File: src/rtl/scalar_wb_queue.sv
// Writeback front end for the scalar register file: arbitrates LSU/ALU results into an
// in-order FIFO, drains one write per cycle, and tracks pending destinations for decode.
module scalar_wb_queue #(
  parameter int WIDTH = 16,
  parameter int DEPTH = 4
) (
  input  logic                       clk,
  input  logic                       rst,
  input  logic                       lsu_valid,
  input  logic [4:0]                 lsu_rd,
  input  logic [WIDTH-1:0]           lsu_wd,
  output logic                       lsu_ready,
  input  logic                       alu_valid,
  input  logic [4:0]                 alu_rd,
  input  logic [WIDTH-1:0]           alu_wd,
  output logic                       alu_ready,
  output logic [4:0]                 RD,
  output logic [WIDTH-1:0]           WD,
  output logic                       WES,
  input  logic                       rsv_valid,
  input  logic [4:0]                 rsv_rd,
  output logic                       rsv_ok,
  input  logic [4:0]                 q_rs1,
  input  logic [4:0]                 q_rs2,
  input  logic [4:0]                 q_rs3,
  output logic                       busy1,
  output logic                       busy2,
  output logic                       busy3,
  output logic [$clog2(DEPTH):0]     count
);

  localparam int AW = $clog2(DEPTH);
  localparam int CW = AW + 1;

  logic [4:0]       rd_mem [DEPTH];
  logic [WIDTH-1:0] wd_mem [DEPTH];

  logic [AW-1:0]    wr_ptr;
  logic [AW-1:0]    rd_ptr;
  logic [CW-1:0]    count_q;
  logic [CW-1:0]    count_nxt;

  logic             full;
  logic             push_lsu;
  logic             push_alu;
  logic             push;
  logic             pop;
  logic [4:0]       push_rd;
  logic [WIDTH-1:0] push_wd;

  logic [4:0]       rd_p1;
  logic [WIDTH-1:0] wd_p1;
  logic             vld_p1;

  logic [31:0]      pending;
  logic [31:0]      pending_nxt;

  // Enqueue arbitration: LSU always wins; a same-cycle pop never frees a slot.
  assign full      = (count_q == CW'(DEPTH));
  assign lsu_ready = !full;
  assign alu_ready = !full && !lsu_valid;
  assign push_lsu  = lsu_valid && lsu_ready;
  assign push_alu  = alu_valid && alu_ready;
  assign push      = push_lsu || push_alu;
  assign push_rd   = push_lsu ? lsu_rd : alu_rd;
  assign push_wd   = push_lsu ? lsu_wd : alu_wd;
  assign pop       = (count_q != '0);

  always_comb begin
    count_nxt = count_q;
    if (push && !pop)
      count_nxt = count_q + CW'(1);
    else if (!push && pop)
      count_nxt = count_q - CW'(1);
  end

  // Clear for the register being written this cycle first, so a same-cycle set overrides it.
  always_comb begin
    pending_nxt = pending;
    if (vld_p1)
      pending_nxt[rd_p1] = 1'b0;
    if (rsv_valid && rsv_ok)
      pending_nxt[rsv_rd] = 1'b1;
  end

  always_ff @(posedge clk) begin
    if (push) begin
      rd_mem[wr_ptr] <= push_rd;
      wd_mem[wr_ptr] <= push_wd;
    end
  end

  // Stage p1: head of FIFO registered onto the register file write port.
  always_ff @(posedge clk or posedge rst) begin
    if (rst) begin
      wr_ptr  <= '0;
      rd_ptr  <= '0;
      count_q <= '0;
      rd_p1   <= '0;
      wd_p1   <= '0;
      vld_p1  <= 1'b0;
      pending <= '0;
    end else begin
      if (push)
        wr_ptr <= wr_ptr + AW'(1);
      if (pop) begin
        rd_ptr <= rd_ptr + AW'(1);
        rd_p1  <= rd_mem[rd_ptr];
        wd_p1  <= wd_mem[rd_ptr];
      end
      vld_p1  <= pop;
      count_q <= count_nxt;
      pending <= pending_nxt;
    end
  end

  assign RD     = rd_p1;
  assign WD     = wd_p1;
  assign WES    = vld_p1;
  assign count  = count_q;
  assign rsv_ok = !pending[rsv_rd];
  assign busy1  = pending[q_rs1];
  assign busy2  = pending[q_rs2];
  assign busy3  = pending[q_rs3];

endmodule
File: config.mk
export PLATFORM = sky130hd
export DESIGN_NAME = scalar_wb_queue
export DESIGN_NICKNAME = d
export VERILOG_FILES = /design/src/rtl/scalar_wb_queue.sv
export SDC_FILE = /design/constraint.sdc
export NUM_CORES = 1
export LEC_CHECK = 0
export CAP_MARGIN = 10
export CORE_MARGIN = 2
export CORE_UTILIZATION = 28
export CTS_CLUSTER_SIZE = 24
export DETAILED_ROUTE_END_ITERATION = 8
export GPL_TIMING_DRIVEN = 0
export RECOVER_POWER = 100
export SLEW_MARGIN = 0
export SYNTH_ARGS = -nofsm -noshare
export SYNTH_HDL_FRONTEND = slang
export SYNTH_SLANG_ARGS = --single-unit
File: constraint.sdc
create_clock -name clk -period 2.9 [get_ports clk]
set_input_delay 0.58 -clock clk [delete_from_list [all_inputs] [get_ports clk]]
set_output_delay 0.58 -clock clk [all_outputs]
set_load 0.02 [all_outputs]
# == After elaboration in Yosys (flattened, before gate mapping) ==
# Memories as Yosys holds them, arrays and structs flattened. A register that Yosys moved wholly into a read port is not among the register bits.
# Index checks and enable logic that the tools add are counted.
# totals
register_bits,40
latch_bits,0
mem_bits_rw,84
output_inout_bits,31
mem_count,2
rom_bits,0
wordCells,58
input_bits,67
# classes
div,0
n_addsub,4
n_mux,20
reduce_logical,16
bitwise,3
multipliers,0
eq_ne,1
magnitude_cmp,7
shifts,0
# memory_table
memory,depth,word_bits,read_ports,rd_ports_with_merged_regs,write_ports,line_no,source
wd_mem,4,16,1,1,1,36,logic [WIDTH-1:0] wd_mem [DEPTH];
rd_mem,4,5,1,1,1,35,logic [4:0] rd_mem [DEPTH];
# ops
operator,n
32-bit 2-to-1 mux,2
32-bit AND,1
32-bit inverter,1
32-bit bitwise OR,1
"5-bit by 6-bit < comparator with 1-bit output, second input constant",5
1-bit binary-select mux with 5-bit select,4
16-bit 2-to-1 mux,1
1-bit demux with 5-bit select,2
"5-bit by 1-bit >= comparator with 1-bit output, second input constant",2
1-bit logical AND,8
1-bit 2-to-1 mux,8
3-bit 2-to-1 mux,2
1-bit logical NOT,5
5-bit 2-to-1 mux,1
"2-bit by 1-bit adder with 2-bit output, second input constant",2
"3-bit by 1-bit adder with 3-bit output, second input constant",1
"3-bit == test, second input constant",1
3-bit nonzero test,1
"3-bit by 1-bit subtractor with 3-bit output, second input constant",1
2-bit nonzero test,1
1-bit logical OR,1

# == Depth between registers and ports, before layout ==
# Gate-level depths: netlist (run 1).
# logic_depth
ltp_word,9
mapped_depth,7
depth_no_buf,7

# == Least setup slack after synthesis (run 1) ==
# Ideal clock, no wire load.
# synth_path
path_kind,input port to output port
from,in q_rs1[1]
to,out busy1
setup_slack_ps,165
arrival_ps,2155
stages,4
t_required_ps,2320
n_path_buf,1
cell_sequence,clkbuf_1 -> mux4_2 -> mux4_2 -> mux2_2
# synth_between
elab_chain_cells,2
# synth_lines
element,line_no,source
"start, declared",23,"input logic [4:0] q_rs1,"
1-bit binary-select mux with 5-bit select,122,assign busy1 = pending[q_rs1];
1-bit 2-to-1 mux (not written as such),122,
"end, declared",26,"output logic busy1,"
# No other way between the ends. The select of a mux whose other input is x is not followed.

# == Worst setup path after layout (run 1) ==
# layout_path
from,in rsv_rd[1]
to,out rsv_ok
# layout_between
elab_chain_cells,3
# layout_lines
element,line_no,source
"start, declared",21,"input logic [4:0] rsv_rd,"
1-bit binary-select mux with 5-bit select,121,assign rsv_ok = !pending[rsv_rd];
1-bit 2-to-1 mux (not written as such),121,
1-bit logical NOT,121,
"end, declared",22,"output logic rsv_ok,"
# No other way between the ends. The select of a mux whose other input is x is not followed.

==> qor.csv, run 1 <==
stage,metric,value,unit
global_routing,use_met1,0.173,
global_routing,grt_max_degree,36,
cts,clk_pin_slew_worst_paths,0.05,ns
pwr,p_switching,3.10,mW
routing,detail_route.first_pass.iterations,5,
worst_setup_path,setup.worst_path.class,in -> out,
sta,skew,0.0171,ns
pwr,powerDensity,1050,nW/um2
worst_setup_path,critPathCaptureType,output port,
synth,yosys.area.top_type,edfxtp_1,
sta,timing.hold.ws,0.503,ns
global_routing,grt_pass1_vias,4678,
sta,max_freq,0.353,GHz
pwr,internal-power,6.19,mW
routing,drcViolationCount,0,
global_routing,grt_util_met2,0.209,
cts,clock_sinks,145,
synth,ys_seq_area_frac,0.587,
cts,insertion_delay,0.42,ns
synth,synth-simple-area-share,0.0543,
pwr,vdd_drop_max,551,uV
pwr,switching_share,0.333,
synth,ys_ff_latch,145,
synth,yosysMostFrequentCell,edfxtp_1,
synth,synth_compound_area_frac,0.0532,
sta,drv_slew,63,
cts,ctsHtreeMaxLevel,4,
routing,routed_wl,16300,um
place,port_buffers,91,
synth,avgSynthCellArea,16.0,um2
worst_setup_path,arrival,2.25,ns
global_routing,grt_pass1_wl,25800,um
pwr,power_frac_clock,0.239,
cts,hold_buffers,0,
die,dieWidth,161,um
cts,cts.path.max_buffers,2,
global_routing,use_met3,0.0349,
sta,slew_headroom,-0.176,
synth,syn_nets,503,
synth,synth_mux_area_frac,0.268,
synth,synthArstFlopShare,0.421,
die,die_area,25900,um2
cts,clockRootBuffer,clkbuf_16,
die,die_y,161,um
synth,synth_common_cells,"84 x edfxtp_1, 61 x dfrtp_1, 59 x mux4_2",
sta,hold_viol,0,
cts,cts_tree,done,
synth,synth_area,6900,um2
synth,synth_area_leaders,"edfxtp_1 37%, dfrtp_1 22%, mux4_2 19%",
sta,fin_crit_sh,0.977,
global_routing,grt.total_usage,0.130,
pwr,fin_total_pwr,9.29,mW
worst_setup_path,cp.required,2.32,ns
routing,post_drt_wl_per_cell,18.4,um
synth,yosys_warnings,0,
worst_setup_path,crit_path_max_fanout,10,
routing,final_antenna_net_count,0,
synth,yosys.area.top_type_share,0.366,
pwr,combPwrFrac,0.361,
synth,synthCells,431,
cells_and_area,nNetsFinal,621,
sta,worst_slack,0.0662,ns
flow_run,cap_violations,2,
pwr,seq_power_share,0.400,
synth,synth_top_family_by_area,multiplexers,
sta,grt_setup_unrepaired,no,
sta,min_period,2.83,ns
worst_hold_path,holdCritPathClass,reg -> reg,
pwr,power_leakage,3.12,nW
cells_and_area,drive_gt1_frac,0.254,
cts,cts_made_buffers,17,
cells_and_area,postLayoutCoreUtil,0.366,
worst_setup_path,cp-start-kind,primary input,
cells_and_area,syn_to_final_growth,28.8,%
global_routing,grt_remaining_overflow,0,
sta,tightest_slew,1.76,ns
place,place_congestion,0.901,
routing,drt_iter0_markers,425,
synth,ys_types,30,
die,rows,57,
routing,vias_per_cell,5.00,
cells_and_area,antenna_cells,0,
global_routing,antenna_found_initial,0,
synth,synth-edff-count,84,
die,core_area,24200,um2
place,dp_hpwl,11300,um
global_routing,grt.busiest_layer,met2,
routing,via_count,4429,
synth,synth_fa_ha_area_frac,0.00907,
synth,synth_flop_cell,edfxtp_1,
sta,setup_viol,0,
die,io-pin-count,98,
die,initial_core_util,0.284,
place,dp_slack,-1.12,ns
run_status,status,finished with violations,
run_status,violations,"capacitance limit, slew limit",
synth,synthXorXnorAreaFrac,0.0102,
==> worst max-delay path, stage by stage <==
cell	delay [ns]
dlygate4sd2_1	0.29
buf_6	0.18
mux4_2	0.50
a22o_1	0.35
nor2_2	0.19
buf_4	0.16
==> final cells by class <==
type,count,area (um2)
sequential,145,4050
fill,2322,15400
tap,324,405
inverter,4,15.0
clock buffer,20,447
multi-input combinational,260,2740
clock inverter,12,154
buffer,22,125
timing repair buffer,99,946
==> kinds of logic after synthesis <==
group,count (synthesis)
DFF,145
muxes,105
and+or+nand+nor,73
AOI/OAI and AO/OA,69
buffers and inverters,26
xor gates and xnor gates,8
adders and majority gates,5
==> through the flow <==
stage | std cells | TNS, ns | instance area [um2]
finish | 886 | 0 | 8880
global placement | 846 | -29.85 | 8210
CTS | 884 | 0 | 8910
floorplan | 431 | 0 | 6900
global route | 886 | 0 | 8880
detailed placement | 848 | -2.65 | 8250
==> placed cells by master, fill, tap and decap left out, types with 2 or more instances in the layout <==
cell type / netlist / final
dfrtp_1: 61 / 60
and2_1: 4 / 4
mux4_2: 59 / 59
nor2_1: 6 / 5
clkbuf_2: 0 / 4
buf_2: 5 / 4
clkinv_1: 0 / 2
nand3b_1: 5 / 5
inv_1: 4 / 4
o21ai_1: 19 / 4
bufinv_16: 0 / 3
nand3_1: 2 / 2
buf_1: 6 / 3
clkbuf_1: 8 / 13
and3_1: 2 / 2
or3b_2: 3 / 3
clkbuf_16: 0 / 17
buf_6: 3 / 2
ha_1: 5 / 5
buf_4: 0 / 9
inv_6: 0 / 4
nand2_1: 39 / 39
xor2_1: 3 / 3
mux2_2: 46 / 25
xnor2_1: 5 / 5
dlymetal6s2s_1: 0 / 2
clkdlybuf4s50_1: 0 / 53
o21ai_0: 45 / 60
nor3b_2: 0 / 3
and3b_1: 4 / 4
dlygate4sd2_1: 0 / 2
dlygate4sd3_1: 0 / 29
mux2_1: 0 / 21
a22oi_2: 2 / 2
edfxtp_1: 84 / 84
==> sequential cells by signal, indices dropped and copies added, names as in the netlist <==
register	count
WD	16
rd_ptr	2
WES	1
RD	5
wr_ptr	2
wd_mem	64
rd_mem	20
pending	32
count	3
==> power by group through the flow <==
stage | clock (mW) | sequential [mW] | combinational [mW]
after floorplan | 0 | 3.71 | 2.15
final | 2.22 | 3.71 | 3.35
after global routing | 2.35 | 3.81 | 3.64
after detailed placement | 0 | 3.75 | 3.49
after CTS | 2.27 | 3.71 | 3.53
after global placement | 0 | 3.68 | 3.39
==> what timing repair did <==
item	CTS	global route
pin swaps	2	1
gates cloned	0	0
gates resized for setup	37	7
setup endpoints to repair	4	2
buffers inserted	4	2
==> worst paths after layout <==
path,start,end,slack [ns],depth (start not counted)
setup / recovery,rsv_rd[1],rsv_ok,0.07,6
hold / removal,WD[4]$_DFFE_PP0P_,WD[4]$_DFFE_PP0P_,0.50,1
setup reg to reg,count[0]$_DFFE_PP0P_,rd_mem[3][4]$_DFFE_PP_,0.54,5
hold reg to reg,WD[4]$_DFFE_PP0P_,WD[4]$_DFFE_PP0P_,0.50,1
max in group asynchronous,rst,pending[1]$_DFF_PP0_,0.45,3
min in group asynchronous,rst,WES$_DFF_PP0_,1.27,3
==> routing by layer <==
| metal | part of all wire | vias to the layer above |
|---|---|---|
| li1 | - | 1938 |
| met1 | 0.43 | 2259 |
| met2 | 0.49 | 211 |
| met3 | 0.070 | 21 |
| met4 | 0.013 | 0 |
| met5 | 0 | - |
(Power assumes the default switching activity.)
==> run 2: changes to the inputs <==
--- a/config.mk
+++ b/config.mk
@@ -6,7 +6,7 @@
 export NUM_CORES = 1
 export LEC_CHECK = 0
 export CAP_MARGIN = 10
-export CORE_MARGIN = 2
+export CORE_MARGIN = 5
 export CORE_UTILIZATION = 28
 export CTS_CLUSTER_SIZE = 24
 export DETAILED_ROUTE_END_ITERATION = 8
==> qor.csv, run 2 (synthesized netlist as in run 1, its figures left out) <==
stage,metric,value,unit
cts,cts_tree,done,
routing,detail_route.first_pass.iterations,7,
flow_run,cap_violations,0,
sta,tns,0,ns
place,port_buffers,91,
global_routing,grt_pass1_wl,26300,um
worst_setup_path,cpMostUsedCell,mux4_2,
routing,drt_iter0_markers,507,
die,die_area,27900,um2
worst_setup_path,arrival,2.26,ns
worst_setup_path,cp-start-kind,register,
place,dp_slack,-1.07,ns
global_routing,grt.total_usage,0.121,
global_routing,use_met3,0.0398,
sta,hold_viol,0,
cells_and_area,layout_commonest_cell,edfxtp_1,
place,dpl_cell_area,8230,um2
global_routing,grt_util_met2,0.198,
global_routing,antenna_found_initial,0,
place,place_inst,847,
routing,drcViolationCount,0,
cts,clk_pin_slew_worst_paths,0.06,ns
cts,insertion_delay,0.42,ns
global_routing,use_met1,0.155,
sta,max_freq,0.352,GHz
cts,clock_sinks,145,
cells_and_area,nNetsFinal,619,
sta,drv_slew,0,
global_routing,grt_max_degree,34,
routing,post_drt_wl_per_cell,18.7,um
cells_and_area,antenna_cells,0,
cts,hold_buffers,0,
run_status,status,finished clean,
cts,clockRootBuffer,clkbuf_16,
die,rows,57,
worst_setup_path,timing.rr.start,count[0]$_DFFE_PP0P_,
die,initial_core_util,0.284,
cts,cts_made_buffers,17,
global_routing,grt.busiest_layer,met2,
cells_and_area,final_cell_mix,"84 x edfxtp_1, 59 x mux4_2, 58 x dfrtp_1",
worst_setup_path,cp_top_family,multiplexers,
sta,fin_crit_sh,0.978,
routing,vias_per_cell,4.96,
worst_hold_path,hold_start,WD[4]$_DFFE_PP0P_,
sta,timing.hold.ws,0.501,ns
cells_and_area,drive_gt1_frac,0.250,
worst_setup_path,crit_path_max_fanout,5,
place,place_congestion,0.842,
worst_setup_path,cpPeakStageDelay,0.51,ns
global_routing,grt_remaining_overflow,0,
cells_and_area,postLayoutCellArea,8810,um2
sta,tightest_slew,1.26,ns
global_routing,grt_pass1_vias,4657,
cells_and_area,syn_to_final_growth,27.8,%
worst_hold_path,holdCritPathClass,reg -> reg,
worst_setup_path,setup.worst_path.class,reg -> out,
cells_and_area,largest-register,wd_mem,
worst_setup_path,critPathCaptureType,output port,
worst_setup_path,slowest_stage,mux4_2,
cells_and_area,largest_reg_flops,64,
routing,final_antenna_net_count,0,
cts,ctsHtreeMaxLevel,4,
pwr,power_leakage,3.07,nW
place,dp_hpwl,11500,um
cells_and_area,largestRegisters,"wd_mem (64), pending (32), rd_mem (20)",
pwr,fin_total_pwr,9.16,mW
worst_setup_path,worst-path-buf-inv,1,
sta,slew_headroom,0.161,
die,dieWidth,167,um
routing,routed_wl,16500,um
sta,skew,0.00846,ns
worst_setup_path,startpoint,pending[7]$_DFF_PP0_,
worst_setup_path,cp_cell_sequence,"mux4_2, mux4_2, mux2_2, buf_6",
pwr,vdd_drop_max,513,uV
pwr,powerDensity,1040,nW/um2
die,die_y,167,um
sta,grt_setup_unrepaired,no,
worst_setup_path,cp.required,2.32,ns
routing,via_count,4384,
cells_and_area,postLayoutCoreUtil,0.362,
sta,min_period,2.84,ns
sta,setup_viol,0,
die,io-pin-count,98,
cts,cts.path.max_buffers,2,
cells_and_area,final_cells,884,
die,core_area,24300,um2
sta,worst_slack,0.0625,ns
[run 2: changes by cell type in the layout (fill, tap and decap cells not counted), sizes merged]
cell,previous run,this run
inv,8,5
clkinv,4,6
clkdlybuf4s25,1,0
bufinv,3,2
dlygate4sd2,2,4
buf,19,14
dlymetal6s2s,2,0
clkbuf,35,42
clkinvlp,1,0
[run 2: path summary, 6_finish.rpt]
| kind | slack (ns) | end | depth (start not counted) |
|---|---|---|---|
| worst max-delay path | 0.06 | busy3 | 4 |
| worst min register to register | 0.50 | WD[4]$_DFFE_PP0P_ | 1 |
| worst min-delay path | 0.50 | WD[4]$_DFFE_PP0P_ | 1 |
| min in group asynchronous | 0.96 | pending[25]$_DFF_PP0_ | 2 |
| worst max register to register | 0.55 | wd_mem[3][1]$_DFFE_PP_ | 5 |
| max in group asynchronous | 0.46 | WD[7]$_DFFE_PP0P_ | 3 |
[run 2: metal layers]
metal	vias up	routed length (um)
met4	0	200
met5	-	0
li1	1937	-
met1	2224	6920
met2	200	8080
met3	23	1360
[run 2: repair_timing]
item / CTS / global route
buffers inserted: 3 / 1
hold endpoints to repair: 0 / 0
resized for setup: 40 / 6
pin swaps: 3 / 2
endpoints found under the setup margin: 4 / 3
[run 2: cell type report]
class                   count  area, um2
plain buffers              22        124
clock buffers              23        448
flip-flops and latches    145       4050
fillers                  2299      15500
well taps                 324        405
repair buffers             97        925
multi-input cells         260       2730
clock inverters             9        109
inverters                   4       15.0
[run 2: power by group]
part	switching [mW]	total [mW]	internal (mW)
sequential	0.606	3.71	3.11
combinational	1.64	3.36	1.71
clock	0.817	2.08	1.27
total	3.07	9.16	6.09
[run 2: worst reg2reg max path, stage by stage, from the launching register on]
cell      delay (ns)
dfrtp_1         0.44
nor2_1          0.25
nand2_1         0.13
nand2_1         0.12
clkbuf_1        0.65
mux2_1          0.47
